### src/rtl/signed_decimal_display_seq.sv
// signed_decimal_display_seq
//   Iterative signed/unsigned binary to BCD converter (shift-add-3) with
//   held seven-segment outputs, leading-zero blanking and overflow flag.
//
//   state | meaning
//   ------+---------------------------------------------------------------
//   IDLE  | waiting for start; held outputs stable
//   SHIFT | one add-3/shift step per cycle, WIDTH cycles
//   DONE  | publish working BCD/sign/overflow to held registers, pulse done
//
//   Ports:
//     clk            rising-edge clock
//     rst            asynchronous active-low reset
//     start          conversion request, sampled only in IDLE
//     val            value to convert, captured on the accepting edge
//     busy           conversion in progress
//     done           one-cycle pulse when held outputs update
//     overflow       magnitude exceeded 10^DIGITS-1 on last conversion
//     bcd            held BCD digits, digit 0 in [3:0]
//     seg7_neg_sign  minus-sign pattern (active-low segments)
//     seg7_digits    digit patterns, digit 0 in [6:0]

module seven_segment (
   input  logic [3:0] bcd_i,
   output logic [6:0] seg_o
);
   // active-low, bit order {g,f,e,d,c,b,a}
   always_comb begin
      seg_o = 7'h7F;
      case (bcd_i)
         4'd0: seg_o = 7'h40;
         4'd1: seg_o = 7'h79;
         4'd2: seg_o = 7'h24;
         4'd3: seg_o = 7'h30;
         4'd4: seg_o = 7'h19;
         4'd5: seg_o = 7'h12;
         4'd6: seg_o = 7'h02;
         4'd7: seg_o = 7'h78;
         4'd8: seg_o = 7'h00;
         4'd9: seg_o = 7'h10;
         default: seg_o = 7'h7F;
      endcase
   end
endmodule

module seven_segment_negative (
   input  logic       neg_i,
   output logic [6:0] seg_o
);
   // only segment g lit for a minus sign
   assign seg_o = neg_i ? 7'h3F : 7'h7F;
endmodule

module signed_decimal_display_seq #(
   parameter int WIDTH         = 8,
   parameter int DIGITS        = 3,
   parameter bit SIGNED        = 1'b1,
   parameter bit BLANK_LEADING = 1'b1
) (
   input  logic                  clk,
   input  logic                  rst,
   input  logic                  start,
   input  logic [WIDTH-1:0]      val,
   output logic                  busy,
   output logic                  done,
   output logic                  overflow,
   output logic [4*DIGITS-1:0]   bcd,
   output logic [6:0]            seg7_neg_sign,
   output logic [7*DIGITS-1:0]   seg7_digits
);

   localparam int CW = $clog2(WIDTH + 1);
   localparam int BW = 4 * DIGITS;

   typedef enum logic [1:0] {S_IDLE, S_SHIFT, S_DONE} state_t;

   state_t          state_q;
   logic [CW-1:0]   cnt_q;
   logic [WIDTH-1:0] mag_q, mag_d, mag_load;
   logic [BW-1:0]   work_q, work_adj, work_d;
   logic            sign_work_q, ovf_work_q;
   logic [BW-1:0]   bcd_q;
   logic            sign_q, ovf_q, busy_q, done_q;
   logic            neg_in, top_out;

   // two's-complement negate; -2^(WIDTH-1) maps to 2^(WIDTH-1) unsigned
   assign neg_in   = SIGNED && val[WIDTH-1];
   assign mag_load = neg_in ? (~val + WIDTH'(1)) : val;

   always_comb begin
      work_adj = work_q;
      for (int i = 0; i < DIGITS; i++) begin
         if (work_q[4*i +: 4] >= 4'd5)
            work_adj[4*i +: 4] = work_q[4*i +: 4] + 4'd3;
      end
      // the bit leaving the top digit is lost magnitude -> overflow
      top_out = work_adj[BW-1];
      work_d  = {work_adj[BW-2:0], mag_q[WIDTH-1]};
      mag_d   = {mag_q[WIDTH-2:0], 1'b0};
   end

   always_ff @(posedge clk or negedge rst) begin
      if (!rst) begin
         state_q     <= S_IDLE;
         cnt_q       <= '0;
         mag_q       <= '0;
         work_q      <= '0;
         sign_work_q <= 1'b0;
         ovf_work_q  <= 1'b0;
         bcd_q       <= '0;
         sign_q      <= 1'b0;
         ovf_q       <= 1'b0;
         busy_q      <= 1'b0;
         done_q      <= 1'b0;
      end else begin
         done_q <= 1'b0;
         case (state_q)
            S_IDLE: begin
               if (start) begin
                  sign_work_q <= neg_in;
                  mag_q       <= mag_load;
                  work_q      <= '0;
                  ovf_work_q  <= 1'b0;
                  cnt_q       <= CW'(WIDTH);
                  busy_q      <= 1'b1;
                  state_q     <= S_SHIFT;
               end
            end
            S_SHIFT: begin
               work_q     <= work_d;
               mag_q      <= mag_d;
               ovf_work_q <= ovf_work_q | top_out;
               cnt_q      <= cnt_q - CW'(1);
               if (cnt_q == CW'(1))
                  state_q <= S_DONE;
            end
            S_DONE: begin
               bcd_q   <= work_q;
               sign_q  <= sign_work_q;
               ovf_q   <= ovf_work_q;
               done_q  <= 1'b1;
               busy_q  <= 1'b0;
               state_q <= S_IDLE;
            end
            default: state_q <= S_IDLE;
         endcase
      end
   end

   assign busy     = busy_q;
   assign done     = done_q;
   assign overflow = ovf_q;
   assign bcd      = bcd_q;

   // digit i blanks when it and every digit above it are zero; ones never blanks
   logic [DIGITS-1:0] blank;
   logic              hi_zero;
   always_comb begin
      hi_zero = 1'b1;
      blank   = '0;
      for (int i = DIGITS - 1; i >= 0; i--) begin
         hi_zero  = hi_zero & (bcd_q[4*i +: 4] == 4'd0);
         blank[i] = BLANK_LEADING && hi_zero && (i != 0);
      end
   end

   logic [7*DIGITS-1:0] seg_raw;

   for (genvar g = 0; g < DIGITS; g++) begin : g_dig
      seven_segment u_seg (
         .bcd_i (bcd_q[4*g +: 4]),
         .seg_o (seg_raw[7*g +: 7])
      );
      assign seg7_digits[7*g +: 7] = blank[g] ? 7'h7F : seg_raw[7*g +: 7];
   end

   seven_segment_negative u_neg (
      .neg_i (sign_q),
      .seg_o (seg7_neg_sign)
   );

endmodule

### config.mk
export PLATFORM = sky130hd
export DESIGN_NAME = signed_decimal_display_seq
export DESIGN_NICKNAME = d
export VERILOG_FILES = /design/src/rtl/signed_decimal_display_seq.sv
export SDC_FILE = /design/constraint.sdc
export NUM_CORES = 1
export LEC_CHECK = 0
export ABC_CLOCK_PERIOD_IN_PS = 3000
export CORE_MARGIN = 2
export CORE_UTILIZATION = 56
export CTS_CLUSTER_DIAMETER = 60
export DETAILED_ROUTE_END_ITERATION = 8
export HOLD_SLACK_MARGIN = 0.12
export PLACE_DENSITY = 0.84
export RECOVER_POWER = 25
export SLEW_MARGIN = 20
export SYNTH_ARGS = -nofsm -noshare
export SYNTH_HDL_FRONTEND = slang
export SYNTH_SLANG_ARGS = --single-unit
### constraint.sdc
create_clock -name clk -period 3 [get_ports clk]
set_input_delay 0.75 -clock clk [delete_from_list [all_inputs] [get_ports clk]]
set_output_delay 0.75 -clock clk [all_outputs]
set_load 0.02 [all_outputs]
# --- Word level (Yosys, flattened, before mapping) ---
# Memory sizes are Yosys's and may differ from the RTL's.
# Index checks and enable logic that the tools add are counted.
# Widths: inputs -> output; s select.
totals:
  rom_bits: 336
  elab_cells: 60
  output_inout_bits: 43
  ff_bits: 44
  input_bits: 11
  memories: 3
mem_list:
  columns: ["name", "depth", "width", "read_ports", "rd_clocked_by_memory_dff", "wr", "line_no", "text"]
  rows:
  - ["(name not given)", 16, 7, 1, 0, 0, "30", "case (bcd_i)"]
  - ["(name not given)", 16, 7, 1, 0, 0, "30", null]
  - ["(name not given)", 16, 7, 1, 0, 0, "30", null]
op_classes:
  magnitude_cmp: 3
  add_sub_neg: 5
  reduce_logical: 9
  bitwise_logic: 3
  n_eq_ne: 5
  muxes: 21
ops:
  columns: ["operator", "count"]
  rows:
  - ["$pmux 12 s2", 1]
  - ["$mux 7", 3]
  - ["$mux 4", 4]
  - ["$mux 8", 2]
  - ["$pmux 8 s2", 1]
  - ["$add 4x2->4 const B", 3]
  - ["$ge 4x3->1 const B", 3]
  - ["$mux 12", 1]
  - ["$add 8x1->8 const B", 1]
  - ["$logic_not 4->1", 2]
  - ["$not 8->8", 1]
  - ["$pmux 4 s2", 1]
  - ["$reduce_and 2->1", 4]
  - ["$eq 4x1->1 const B", 1]
  - ["$mux 2", 2]
  - ["$ne 2x2->1 const B", 2]
  - ["$pmux 1 s2", 2]
  - ["$pmux 2 s2", 1]
  - ["$reduce_bool 2->1", 2]
  - ["$sub 4x1->4 const B", 1]
  - ["$mux 1", 3]
  - ["$eq 2x1->1 const B", 1]
  - ["$eq 2x2->1 const B", 1]
  - ["$logic_not 2->1", 1]
  - ["other kinds (2)", 2]

# --- Logic depth before layout (Yosys ltp) ---
# Gate-level depths: netlist (run 1).
logic_depth:
  depth_word: 5
  depth_mapped: 6
  ltp_nobuf: 6

# --- Hierarchy ---
# Synthesis (run 1) repeated with hierarchy kept, for this count alone.
unflattened:
  hier_cells: 339
  area_unflattened_um2: 2849.0
modules_own_cells:
  columns: ["mod", "cells_per_inst", "instances", "seq_area_each_um2", "area_each_um2"]
  rows:
  - ["signed_decimal_display_seq", 234, 1, 1101.1, 2175.8]
  - ["seven_segment at g_dig[0].u_seg ...", 33, 2, 0.0, 210.2]
  - ["seven_segment at g_dig[2].u_seg", 31, 1, 0.0, 200.2]
  - ["seven_segment_negative", 8, 1, 0.0, 52.6]

# --- Least setup slack after synthesis (run 1) ---
# Ideal clock, no wire load.
synth_path:
  path_kind: "flip-flop to output port"
  startpoint: "register bcd_q[9], in the netlist bcd[9]"
  endpoint: "output seg7_digits[10]"
  setup_slack_ns: 0.698
  n_path_buf: 0
  arrival_time_ns: 1.552
  path_stages_with_launch: 6
  cell_sequence: "dfrtp_1 -> inv_1 -> ha_1 -> nor4b_1 -> nand3_1 -> o21ai_0"
synth_between:
  elab_chain_len: 3
synth_rtl:
  columns: ["item", "line_no", "text"]
  rows:
  - ["start, declared", "82", "logic [BW-1:0] bcd_q;"]
  - ["start signal, assigned", "138", "bcd_q <= work_q;"]
  - ["$logic_not 4->1", "162", "hi_zero = hi_zero & (bcd_q[4*i +: 4] == 4'd0);"]
  - ["$and 1x1->1", "162", null]
  - ["$mux 7", "174", "assign seg7_digits[7*g +: 7] = blank[g] ? 7'h7F : seg_raw[7*g +: 7];"]
  - ["end, declared", "69", "output logic [7*DIGITS-1:0] seg7_digits"]
# Every way passes these cells.

# --- Worst setup path in the final report (run 1) ---
layout_path:
  startpoint: "register bcd_q[1], in the netlist bcd[1]"
  endpoint: "output seg7_digits[0]"
layout_between:
  elab_chain_len: 1
layout_rtl:
  columns: ["item"]
  rows:
  - ["$mem_v2 16x7"]
# Every way passes these cells.

==> results of run 1 <==
-- critical path, cell delays in order, from the launching register on --
cell and delay, ps:
dfrtp_2 420, inv_1 130, ha_1 210, or2_2 290
a21oi_1 190, nor2_1 70, clkdlybuf4s50_1 530
-- worst min path at each step --
stage	startpoint	endpoint	slack (ps)
floorplan	ovf_work_q	ovf_work_q	440
global placement	ovf_work_q	ovf_work_q	460
detailed placement	ovf_work_q	ovf_work_q	470
CTS	cnt_q[3]	cnt_q[3]	480
global route	ovf_work_q	ovf_work_q	500
finish	cnt_q[3]	cnt_q[3]	470
-- layout by cell type (no fill, tap or decap), types with 11 or more instances in the layout --
cell type        Yosys  routed
dfrtp_1             44      43
o21ai_0             40      40
clkdlybuf4s50_1      0      34
nand2_1             31      31
nor2_1              26      26
a21oi_1             24      24
ha_1                24      23
inv_1               21      21
nand2b_1            11      11
nand3_1             11      11
-- cells by family after synthesis --
kind of cell,count (synthesis)
AOI/OAI and AO/OA,85
xor gates and xnor gates,11
adders and majority gates,24
buffers and inverters,44
DFF,44
muxes,9
other,1
and+or+nand+nor,104
-- sequential cells by signal, summed over array words and instances, names as in the netlist --
name         count
overflow         1
sign_work_q      1
ovf_work_q       1
mag_q            8
sign_q           1
busy             1
cnt_q            4
state_q          2
bcd             12
done             1
work_q          12
-- layer usage --
metal / vias up / track usage, % / part of all wire, %
met5: - / 0 / 0
met4: 0 / 6.746 / 1.5
met3: 10 / 3.079 / 4.1
met2: 57 / 34.71 / 47
met1: 1069 / 26.10 / 47
li1: 1180 / - / -
-- through the flow --
| step | setup slack (ps) | hold slack, ps | instance area (sq um) | utilization (%) |
|---|---|---|---|---|
| CTS | 58.91 | 477.9 | 3385 | 71.18 |
| floorplan | 698.4 | 442.9 | 2813 | - |
| finish | 112.4 | 472.2 | 3372 | 70.92 |
| detailed placement | 135.7 | 467.4 | 3276 | 68.89 |
| global route | -4.149 | 502.5 | 3372 | 70.92 |
| global placement | 221.1 | 461.3 | 3276 | 68.89 |
-- layout make-up --
class | count | area (sq um)
Clock inverter | 2 | 35.03
Sequential cell | 44 | 1102
Multi-Input combinational cell | 239 | 1515
Inverter | 22 | 82.58
Timing Repair Buffer | 52 | 480.5
Tap cell | 67 | 83.83
Fill cell | 391 | 1383
Clock buffer | 6 | 72.57
-- what timing repair did --
action | 4_1_cts | 5_1_grt
hold buffers | 0 | 0
gates resized for setup | 8 | 24
setup buffers | 1 | 0
endpoints found under the setup margin | 7 | 13
pin swaps | 1 | 0
==> metrics.txt, run 1 <==
DRT iter0 DRCs=about 110; Die Width=roughly 75 um; setup TNS=0 ps; total grt overflow=0; Final Setup Violations=0; reg2reg end=overflow; top-count cell post-synth=dfrtp_1; mux contribution to synthesized area=3.583%; largest net degree at the start of global routing=45; Final Max Tran Viols=0; post-synth top area share=about 40%; Synth Area in Compound Gates=17.51%; EDFF count, synth=0; clock skew=roughly 6.0 ps; DR vias/cell=approximately 5.4; Primary FF master, synth=dfrtp_1; CTS Root Cell=clkbuf_8; Placement Rows=25; Final Hold Violating Endpoints=0; via count=around 2,300; Max-slew headroom=a little under two fifths; vias in the first global route=about 2,000; Port Buffers=47; R2R Setup Slk=~1100 ps; adder-cell area share of the yosys netlist=between 10 and 15%; Required @ worst endpoint=about 2300 ps; crit start category=flop; n_diodes=0; gp weighted congestion=between 0.7 and 0.8; Synth top cells by count=dfrtp_1 (44), o21ai_0 (40), nand2_1 (31); Synth Area in XOR/XNOR=around 3.4%; Worst Path Max Fanout=6; first-pass GRT wire length=around 9000 um; R2R Path Start=state_q[1]; H-Tree Depth=2; largest area contributor in the netlist=dfrtp_1; #FFs+latches synth=44; post-synthesis cell count=~320; Worst Setup EP=seg7_digits[0]; Pre-antenna DRT Iters=4; DRC Markers=0; YS warnings=0; CTS max path bufs=2; total CTS buffers=5; async set-or-reset flop fraction in the synthesized netlist=100.0%; outcome=complete, no violations; DP Wirelength=~3800 um; post-synthesis sequential area ratio=39.41%; Core ar.=between 4000 and 5000 sq um; Post-Synth Simple-Gate Area=a little under a fifth; Final Instance Count excl. Fillers=432; area grow syn2layout=20.69%; clk sink count=44; # Max-Cap Violations=0; ratio of cells with drive above 1 in the final layout=8.767%; Net count, final=roughly 400; worst hold path type=flop to flop; CP Launch Point=bcd[1]; hold depth=1; Syn Area/Cell=8.677 sq um; path depth of the worst reg2reg path=3; largest family of logic cells by synthesized area=simple AND/OR/NAND/NOR gates; initial antenna violation count=0; Starting Density=approximately 59%; Least-Margin Pin Slew=between 900 and 1000 ps; placed cell count=~420; IO Pins=54; DIE AREA=5570 sq um; Cell variety after synth=39; Worst setup EP type=output port; clk_lat worst skew=290 ps; Total GRT Usage=20.11%; crit share post-route=96.25%; critical path class=flop to output port; Area contributors post-synth=dfrtp_1 (39%), ha_1 (11%), o21ai_0 (7.2%); clock-pin transition on the worst setup and hold timing paths=80 ps; fin crit period=2888 ps; Routed WL=5252 um; synthesized area=between 2000 and 3000 sq um; CTS tree=built; Wirelength per Cell=approximately 12 um; post-route ant nets=0; Die Y=around 75 um; WP data arrival=2140 ps; FMAX=approximately 0.35 GHz
Power of run 1 is not shown: default switching activity piles up to over one toggle a cycle in this logic, so the estimate is an artifact.
==> run 2, diff against run 1 <==
--- a/config.mk
+++ b/config.mk
@@ -13,7 +13,7 @@
 export HOLD_SLACK_MARGIN = 0.12
 export PLACE_DENSITY = 0.84
 export RECOVER_POWER = 25
-export SLEW_MARGIN = 20
+export SLEW_MARGIN = 10
 export SYNTH_ARGS = -nofsm -noshare
 export SYNTH_HDL_FRONTEND = slang
 export SYNTH_SLANG_ARGS = --single-unit
==> results of run 2 <==
Final layout, timing and power as in run 1 (identical DEF).
Power of run 2 is left out for the same reason.
